**config.mk**
```make
export PLATFORM = sky130hd
export DESIGN_NAME = bcd_counter_scan
export DESIGN_NICKNAME = d
export VERILOG_FILES = /design/src/rtl/bcd_pkg.sv /design/src/rtl/bcd_digit.sv /design/src/rtl/bcd_counter_scan.sv
export SDC_FILE = /design/constraint.sdc
export NUM_CORES = 1
export LEC_CHECK = 0
export ABC_AREA = 1
export CAP_MARGIN = 25
export CORE_ASPECT_RATIO = 1.4
export CORE_MARGIN = 5
export CORE_UTILIZATION = 41
export DETAILED_ROUTE_END_ITERATION = 16
export PLACE_DENSITY = 0.65
export SETUP_SLACK_MARGIN = 0.4
export SYNTH_ARGS = -nofsm -noshare
export SYNTH_HDL_FRONTEND = slang
export SYNTH_SLANG_ARGS = --single-unit
export TNS_END_PERCENT = 1
```
**constraint.sdc**
```tcl
create_clock -name clk -period 2 [get_ports clk]
set_input_delay 0.4 -clock clk [delete_from_list [all_inputs] [get_ports clk]]
set_output_delay 0.4 -clock clk [all_outputs]
set_load 0.05 [all_outputs]
```
**src/rtl/bcd_pkg.sv**
```systemverilog
// bcd_pkg: shared constants and helpers for the BCD counter and its display scan.
//   SEG_BLANK  active-low segment pattern with every segment dark
//   bcd_clamp  saturates a nibble to a legal BCD digit (10..15 -> 9)
//   seg7_dec   BCD digit to active-low {dp,g,f,e,d,c,b,a}; 10..15 decode blank
package bcd_pkg;

    localparam logic [7:0] SEG_BLANK = 8'hFF;

    function automatic logic [3:0] bcd_clamp(input logic [3:0] v);
        return (v > 4'd9) ? 4'd9 : v;
    endfunction

    function automatic logic [7:0] seg7_dec(input logic [3:0] v);
        case (v)
            4'd0:    return 8'hC0;
            4'd1:    return 8'hF9;
            4'd2:    return 8'hA4;
            4'd3:    return 8'hB0;
            4'd4:    return 8'h99;
            4'd5:    return 8'h92;
            4'd6:    return 8'h82;
            4'd7:    return 8'hF8;
            4'd8:    return 8'h80;
            4'd9:    return 8'h90;
            default: return SEG_BLANK;
        endcase
    endfunction

endpackage

```
**src/rtl/bcd_digit.sv**
```systemverilog
// bcd_digit: one decade of the BCD up/down counter.
//   clk, rst   clock and asynchronous active-high reset
//   ld, d      parallel load (wins over stepping), value clamped to 0..9
//   step_in    step this digit by one in the direction of up_dn
//   up_dn      1 = up, 0 = down
//   q          current digit value
//   step_out   carry/borrow into the next decade
module bcd_digit
    import bcd_pkg::*;
(
    input  logic       clk,
    input  logic       rst,
    input  logic       ld,
    input  logic [3:0] d,
    input  logic       step_in,
    input  logic       up_dn,
    output logic [3:0] q,
    output logic       step_out
);

    always_ff @(posedge clk or posedge rst)
        if (rst)
            q <= '0;
        else if (ld)
            q <= bcd_clamp(d);
        else if (step_in)
            q <= up_dn ? ((q == 4'd9) ? 4'd0 : q + 4'd1)
                       : ((q == 4'd0) ? 4'd9 : q - 4'd1);

    assign step_out = step_in & (up_dn ? (q == 4'd9) : (q == 4'd0));

endmodule

```
**src/rtl/bcd_counter_scan.sv**
```systemverilog
// bcd_counter_scan: N-decade BCD up/down counter with load, enable and
// terminal-count pulse, plus a time-multiplexed common-anode 7-segment scan.
//   clk, rst  clock and asynchronous active-high reset
//   en        count enable, up_dn direction (1 = up)
//   load, din synchronous parallel load, digit k in din[4k+3:4k]
//   q         current count, same packing as din
//   tc        one-cycle pulse on the full wrap (all-9s <-> all-0s)
//   seg, an   active-low segments and digit select, registered together
module bcd_counter_scan
    import bcd_pkg::*;
#(
    parameter int DIGITS   = 4,
    parameter int SCAN_DIV = 1000,
    parameter int BLANK_LZ = 0
) (
    input  logic                clk,
    input  logic                rst,
    input  logic                en,
    input  logic                up_dn,
    input  logic                load,
    input  logic [4*DIGITS-1:0] din,
    output logic [4*DIGITS-1:0] q,
    output logic                tc,
    output logic [7:0]          seg,
    output logic [DIGITS-1:0]   an
);

    localparam int PW = $clog2(SCAN_DIV);
    localparam int IW = (DIGITS > 1) ? $clog2(DIGITS) : 1;

    logic [DIGITS:0]   step;
    logic [PW-1:0]     pre;
    logic [IW-1:0]     idx;
    logic [3:0]        cur;
    logic [DIGITS-1:0] blank;
    logic              zero_above;

    // The carry chain enters at the LSD; load overrides stepping inside each cell.
    assign step[0] = en;

    for (genvar g = 0; g < DIGITS; g++) begin : g_dig
        bcd_digit u_dig (
            .clk      (clk),
            .rst      (rst),
            .ld       (load),
            .d        (din[4*g +: 4]),
            .step_in  (step[g]),
            .up_dn    (up_dn),
            .q        (q[4*g +: 4]),
            .step_out (step[g+1])
        );
    end

    // A step out of the top decade is exactly the full wrap.
    always_ff @(posedge clk or posedge rst)
        if (rst)
            tc <= 1'b0;
        else
            tc <= ~load & step[DIGITS];

    always_ff @(posedge clk or posedge rst)
        if (rst) begin
            pre <= '0;
            idx <= '0;
        end else begin
            pre <= (pre == PW'(SCAN_DIV - 1)) ? '0 : pre + PW'(1);
            if (pre == PW'(SCAN_DIV - 1))
                idx <= (idx == IW'(DIGITS - 1)) ? '0 : idx + IW'(1);
        end

    // Walk from the MSD down so each digit knows whether everything above is zero.
    always_comb begin
        cur        = '0;
        blank      = '0;
        zero_above = 1'b1;
        for (int k = DIGITS - 1; k >= 0; k--) begin
            zero_above = zero_above & (q[4*k +: 4] == 4'd0);
            blank[k]   = (BLANK_LZ != 0) && (k != 0) && zero_above;
            if (idx == IW'(k))
                cur = q[4*k +: 4];
        end
    end

    always_ff @(posedge clk or posedge rst)
        if (rst) begin
            seg <= SEG_BLANK;
            an  <= '1;
        end else begin
            seg <= blank[idx] ? SEG_BLANK : seg7_dec(cur);
            an  <= ~(DIGITS'(1) << idx);
        end

endmodule

```
* Word level (Yosys, flattened, before mapping)
Memory sizes are Yosys's and may differ from the RTL's. A register that Yosys moved wholly into a read port is not among the register bits.
Cells that the tools add are included.
** Storage, ports and cells
- ROM bits :: 112
- Output and inout bits :: 29
- Word-level logic and storage cells :: 87
- Bits in registers :: 41
- Input bits :: 21
- Memories kept :: 1
** Memories
- (name not given) :: depth 16, width 7, rd ports 1, clocked after Yosys merged registers in 1, wr ports 0, RTL line bcd_pkg.sv:14 : case (v)
** Operators by class
- Shift-type cells :: 1
- Eq/ne operators :: 8
- Bitwise operators :: 7
- Reduce and logical (&&, ||, !) cells :: 9
- Multiplexer cells :: 37
- Add/subtract/negate cells :: 10
- Order comparisons :: 5
** Operator list (count)
- two-way mux 4 bit :: 28
- adder 4 x 1 -> 4 bit (second input constant) :: 4
- == test 4 bit (second input constant) :: 4
- greater-than comparator 4 bit (second input constant) :: 4
- logical NOT 4 bit :: 4
- subtractor 4 x 1 -> 4 bit (second input constant) :: 4
- adder 10 x 1 -> 10 bit (second input constant) :: 1
- == test 10 bit (second input constant) :: 1
- two-way mux 10 bit :: 1
- two-way mux 8 bit :: 1
- nonzero test 2 bit :: 4
- AND 1 bit :: 5
- two-way mux 1 bit :: 5
- == test 2 bit (second input constant) :: 2
- inverter 4 bit :: 1
- << shifter 1 x 2 -> 4 bit (first input constant) :: 1
- less-than comparator 2 x 3 -> 1 bit (second input constant) :: 1
- adder 2 x 1 -> 2 bit (second input constant) :: 1
- binary-select mux 1 bit (select 2 bit) :: 1
- == test 2 x 1 -> 1 bit (second input constant) :: 1
- logical NOT 2 bit :: 1
- two-way mux 2 bit :: 1
- inverter 1 bit :: 1

* Longest topological paths before layout
- Depth after elaboration :: 7
- Mapped depth :: 13
- Gate-level depth less buffers :: 13

* Hierarchy
Synthesis repeated with hierarchy kept, for this count alone.
** Unflattened totals
- Cell total of the unflattened synthesis :: 414
- Area, all modules :: 2720.1 um^2
** By module, submodules not included
- bcd_digit :: cells an instance 66, instances 4, seq. area each 100.1 um^2, area an instance 370.4 um^2
- bcd_counter_scan :: cells an instance 150, instances 1, seq. area each 614.3 um^2, area an instance 1238.7 um^2

* Worst setup path after synthesis
Ideal clock, no wire load.
- Path type :: register -> register
- Start point :: register g_dig[2].u_dig.q[0]
- End point :: register seg[3]
- Path buffers :: 0
- Stages on the path, launching flop included :: 11
- Setup time :: 0.061 ns
- Setup slack :: 0.220 ns
- Arrival time :: 1.719 ns
- Required time :: 1.939 ns
- Period minus slack after synthesis :: 1.780 ns
- Cells stage by stage :: dfrtp_1 -> inv_1 -> nand2_1 -> nand3_1 -> a21oi_1 -> ha_1 -> nand3_1 -> nand2_1 -> inv_1 -> nand2_1 -> nand2_1
** Between the ends
- Longest elaborated chain between the ends :: 3
** RTL lines
- from (decl) :: RTL line bcd_digit.sv:17 : output logic [3:0] q,
- from (signal assigned) :: RTL line bcd_digit.sv:25 : q <= bcd_clamp(d);
- from (signal assigned) :: RTL line bcd_digit.sv:27 : q <= up_dn ? ((q == 4'd9) ? 4'd0 : q + 4'd1)
- two-way mux 4 bit (3 in a row) :: RTL line bcd_counter_scan.sv:79 : if (idx == IW'(k))
- to (decl) :: RTL line bcd_counter_scan.sv:24 : output logic [7:0] seg,
Every way passes these cells.
A chain may end at the register's enable or synchronous reset.

* Worst setup path after layout
- Start point :: register idx[1]
- End point :: register seg[3]
** Between the ends
- Longest elaborated chain between the ends :: 5
- Elaborated cells between the ends (all ways) :: 8
- Classes of those cells :: eq/ne: 3; mux: 4; reduce/logical: 1
** RTL lines
- from (decl) :: RTL line bcd_counter_scan.sv:33 : logic [IW-1:0] idx;
- from (signal assigned) :: RTL line bcd_counter_scan.sv:68 : idx <= (idx == IW'(DIGITS - 1)) ? '0 : idx + IW'(1);
- == test 2 bit :: RTL line bcd_counter_scan.sv:79
- two-way mux 4 bit (3 in a row) :: RTL line bcd_counter_scan.sv:79
- two-way mux 4 bit * :: RTL line bcd_counter_scan.sv:79
Mark *: on every way between the ends. The rest lies on a longest branch, timed or not.

==> results_dict.tcl <==
set metrics [dict create \
    status "finished clean" \
    diodes 0 \
    worstPathRequired_ps 2240 \
    drive_above_1_share 0.224 \
    leakage_nw 1.75 \
    arrival_ps 1980 \
    fin_util 0.539 \
    power_mw 2.81 \
    cp_num_cells 11 \
    portBuffers 48 \
    setup_tns_ps 0 \
    synthCells 404 \
    area_delta_synth_final_pct 29.2 \
    critPathMostFrequentCell "nand2_1" \
    hold_viol_final 0 \
    synthesis.area_um2 2720 \
    drt_first_pass_iters 4 \
    seq_area_frac_synth 0.373 \
    rows 35 \
    clk-insertion-delay-late_ps 300 \
    crit_family "flip-flops" \
    synthDistinctLibCells 31 \
    avgRoutedWirePerCell_um 13.0 \
    clock_path_buffers 2 \
    fin_skew_ps 9.55 \
    max_freq_mhz 578 \
    antenna_found_initial 0 \
    rr_worst_depth 11 \
    grt_pass1_wl_um 11600 \
    critical_path_class "flop to flop" \
    synth_seq_cells 40 \
    clk_pin_slew_ps 90 \
    min_path_type "flop to flop" \
    cts_buffers 5 \
    maxCapViolations 0 \
    slew_violations 0 \
    die-area_um2 8390 \
    via_count 2747 \
    start_util 0.417 \
    pre_cts_ws_ps 222 \
    grt_pass1_vias 2580 \
    grt_overflow 0 \
    syn-mean-instance-area_um2 6.74 \
    critPathMaxFanout 4 \
    die_y_um 106 \
    grt.total_usage 0.172 \
    drt_iter0_markers 127 \
    route.antenna.remaining_nets 0 \
    rrSetupSlack_ps 270 \
    core_area_um2 6530 \
    wl_um 7000 \
    htree_levels 2 \
    synth_edf_count 0 \
    seqCellArea_um2 1020 \
    end_kind "flop" \
    cts_root_buffer "clkbuf_8" \
    setup_viol 0 \
    holdPathStages 1 \
    crit_chain "buf_6 > ha_4 > nand2_1 > nand3_2 > a21oi_4 > ha_4 > nand3_2 > nand2_1 > inv_1 > nand2_1 > nand2_1" \
    nFillCells 644 \
    cts_num_sinks 40 \
    max_stage_delay_ps 440 \
    post-route-period-util 0.866 \
    ys.flop_type "dfrtp_1" \
    ir_drop_uv 424 \
    fin_ws_ps 269 \
    grt_max_degree 41 \
    rsz0062_at_grt "yes" \
    worst_pin_slew_ps 506 \
    powerDensity_nw_per_um2 799 \
    place_congestion 0.874 \
    io_pins 50 \
    fin_nets 490 \
    cts_tree "yes" \
    cp-start-kind "flop" \
    crit_slowest_cell "dfrtp_1" \
    whs_ps 511 \
    synth_warnings 0 \
    min_period_ps 1730 \
    synthArstFlopShare 1.00 \
    hpwl_um 5330 \
    syn_nets 431 \
    path_buf_inv 2 \
    viasPerCell 5.11 \
    dieWidth_um 78.9 \
    multi_input_area_um2 1580 \
    max-slew-margin-rel 0.662 \
    drc 0 \
]
==> per-layer routing <==
metal | up-vias | GRT usage | share of wire
li1 | 1423 | - | -
met1 | 1257 | 0.199 | 0.41
met2 | 57 | 0.312 | 0.53
met3 | 10 | 0.0356 | 0.038
met4 | 0 | 0.0590 | 0.019
met5 | - | 0 | 0
==> cell families after synthesis <==
| family | after synthesis | synth area share |
|---|---|---|
| adders and majority gates | 6 | 0.0276 |
| other | 1 | 0.00138 |
| DFF | 40 | 0.373 |
| buffers and inverters | 56 | 0.0827 |
| and+or+nand+nor | 235 | 0.378 |
| xor gates and xnor gates | 3 | 0.00965 |
| AOI/OAI and AO/OA | 63 | 0.128 |
==> synth_stat cells, types with 2 or more instances <==
library cell,number,area share
nand2_1,122,0.17
nand3_1,50,0.092
inv_1,42,0.058
nor2_1,38,0.052
dfrtp_1,29,0.27
a21oi_1,27,0.050
o21ai_0,25,0.046
dfstp_2,11,0.11
ha_1,6,0.028
nand2_2,6,0.014
nor2_2,6,0.014
nor3_1,6,0.011
a22oi_1,4,0.011
inv_2,4,0.0055
a31oi_1,3,0.0069
buf_4,3,0.0083
clkbuf_1,3,0.0041
xor2_1,3,0.0097
buf_2,2,0.0037
nand4_1,2,0.0046
o21ai_2,2,0.0064
==> worst paths after layout <==
path | from | to
worst min register to register | pre[0] | pre[0]
worst max register to register | idx[1] | seg[3]
worst max-delay path | idx[1] | seg[3]
min in group asynchronous | rst | pre[1]
max in group asynchronous | rst | g_dig[2].u_dig.q[1]
worst min-delay path | pre[0] | pre[0]
==> state kept, by name, indices dropped and copies added (netlist names) <==
signal         flops
idx                2
an                 4
g_dig.u_dig.q     16
pre               10
seg                7
tc                 1
==> cell usage in the layout, fill, tap and decap left out, drive strengths merged, types with 3 or more instances in the layout <==
master,n
a21oi,28
a22oi,4
a31oi,3
buf,39
clkbuf,5
clkdlybuf4s50,20
dfrtp,29
dfstp,11
dlygate4sd2,3
ha,6
inv,47
nand2,129
nand3,51
nand4,3
nor2,45
nor3,6
o21ai,27
xor2,3
==> per-stage QoR <==
stage / area, um^2 / std cells
6_report: 3520 / 538
5_1_grt: 3520 / 538
4_1_cts: 3390 / 532
3_5_place_dp: 3280 / 524
3_3_place_gp: 3280 / 524
2_1_floorplan: 2770 / 404
==> timing repair <==
action                     in CTS  in global routing
hold buffers                    0                  0
pin swaps                       0                  5
buffers inserted                0                  6
setup endpoints to repair      10                 19
gates resized for setup         3                 19
==> final cells by class <==
cell class              count  area share
multi-input cells         308       0.448
flip-flops and latches     40       0.291
repair buffers             62       0.152
inverters                  46      0.0498
well taps                  74      0.0263
clock buffers               5      0.0196
clock inverters             3      0.0132
==> report_power, final <==
group	total (mW)	internal (mW)	switching, mW
Clock	0.676	0.376	0.301
Combinational	1.08	0.349	0.733
Sequential	1.05	0.922	0.131
Total	2.81	1.65	1.16
Power figures use the tool's default switching activity.
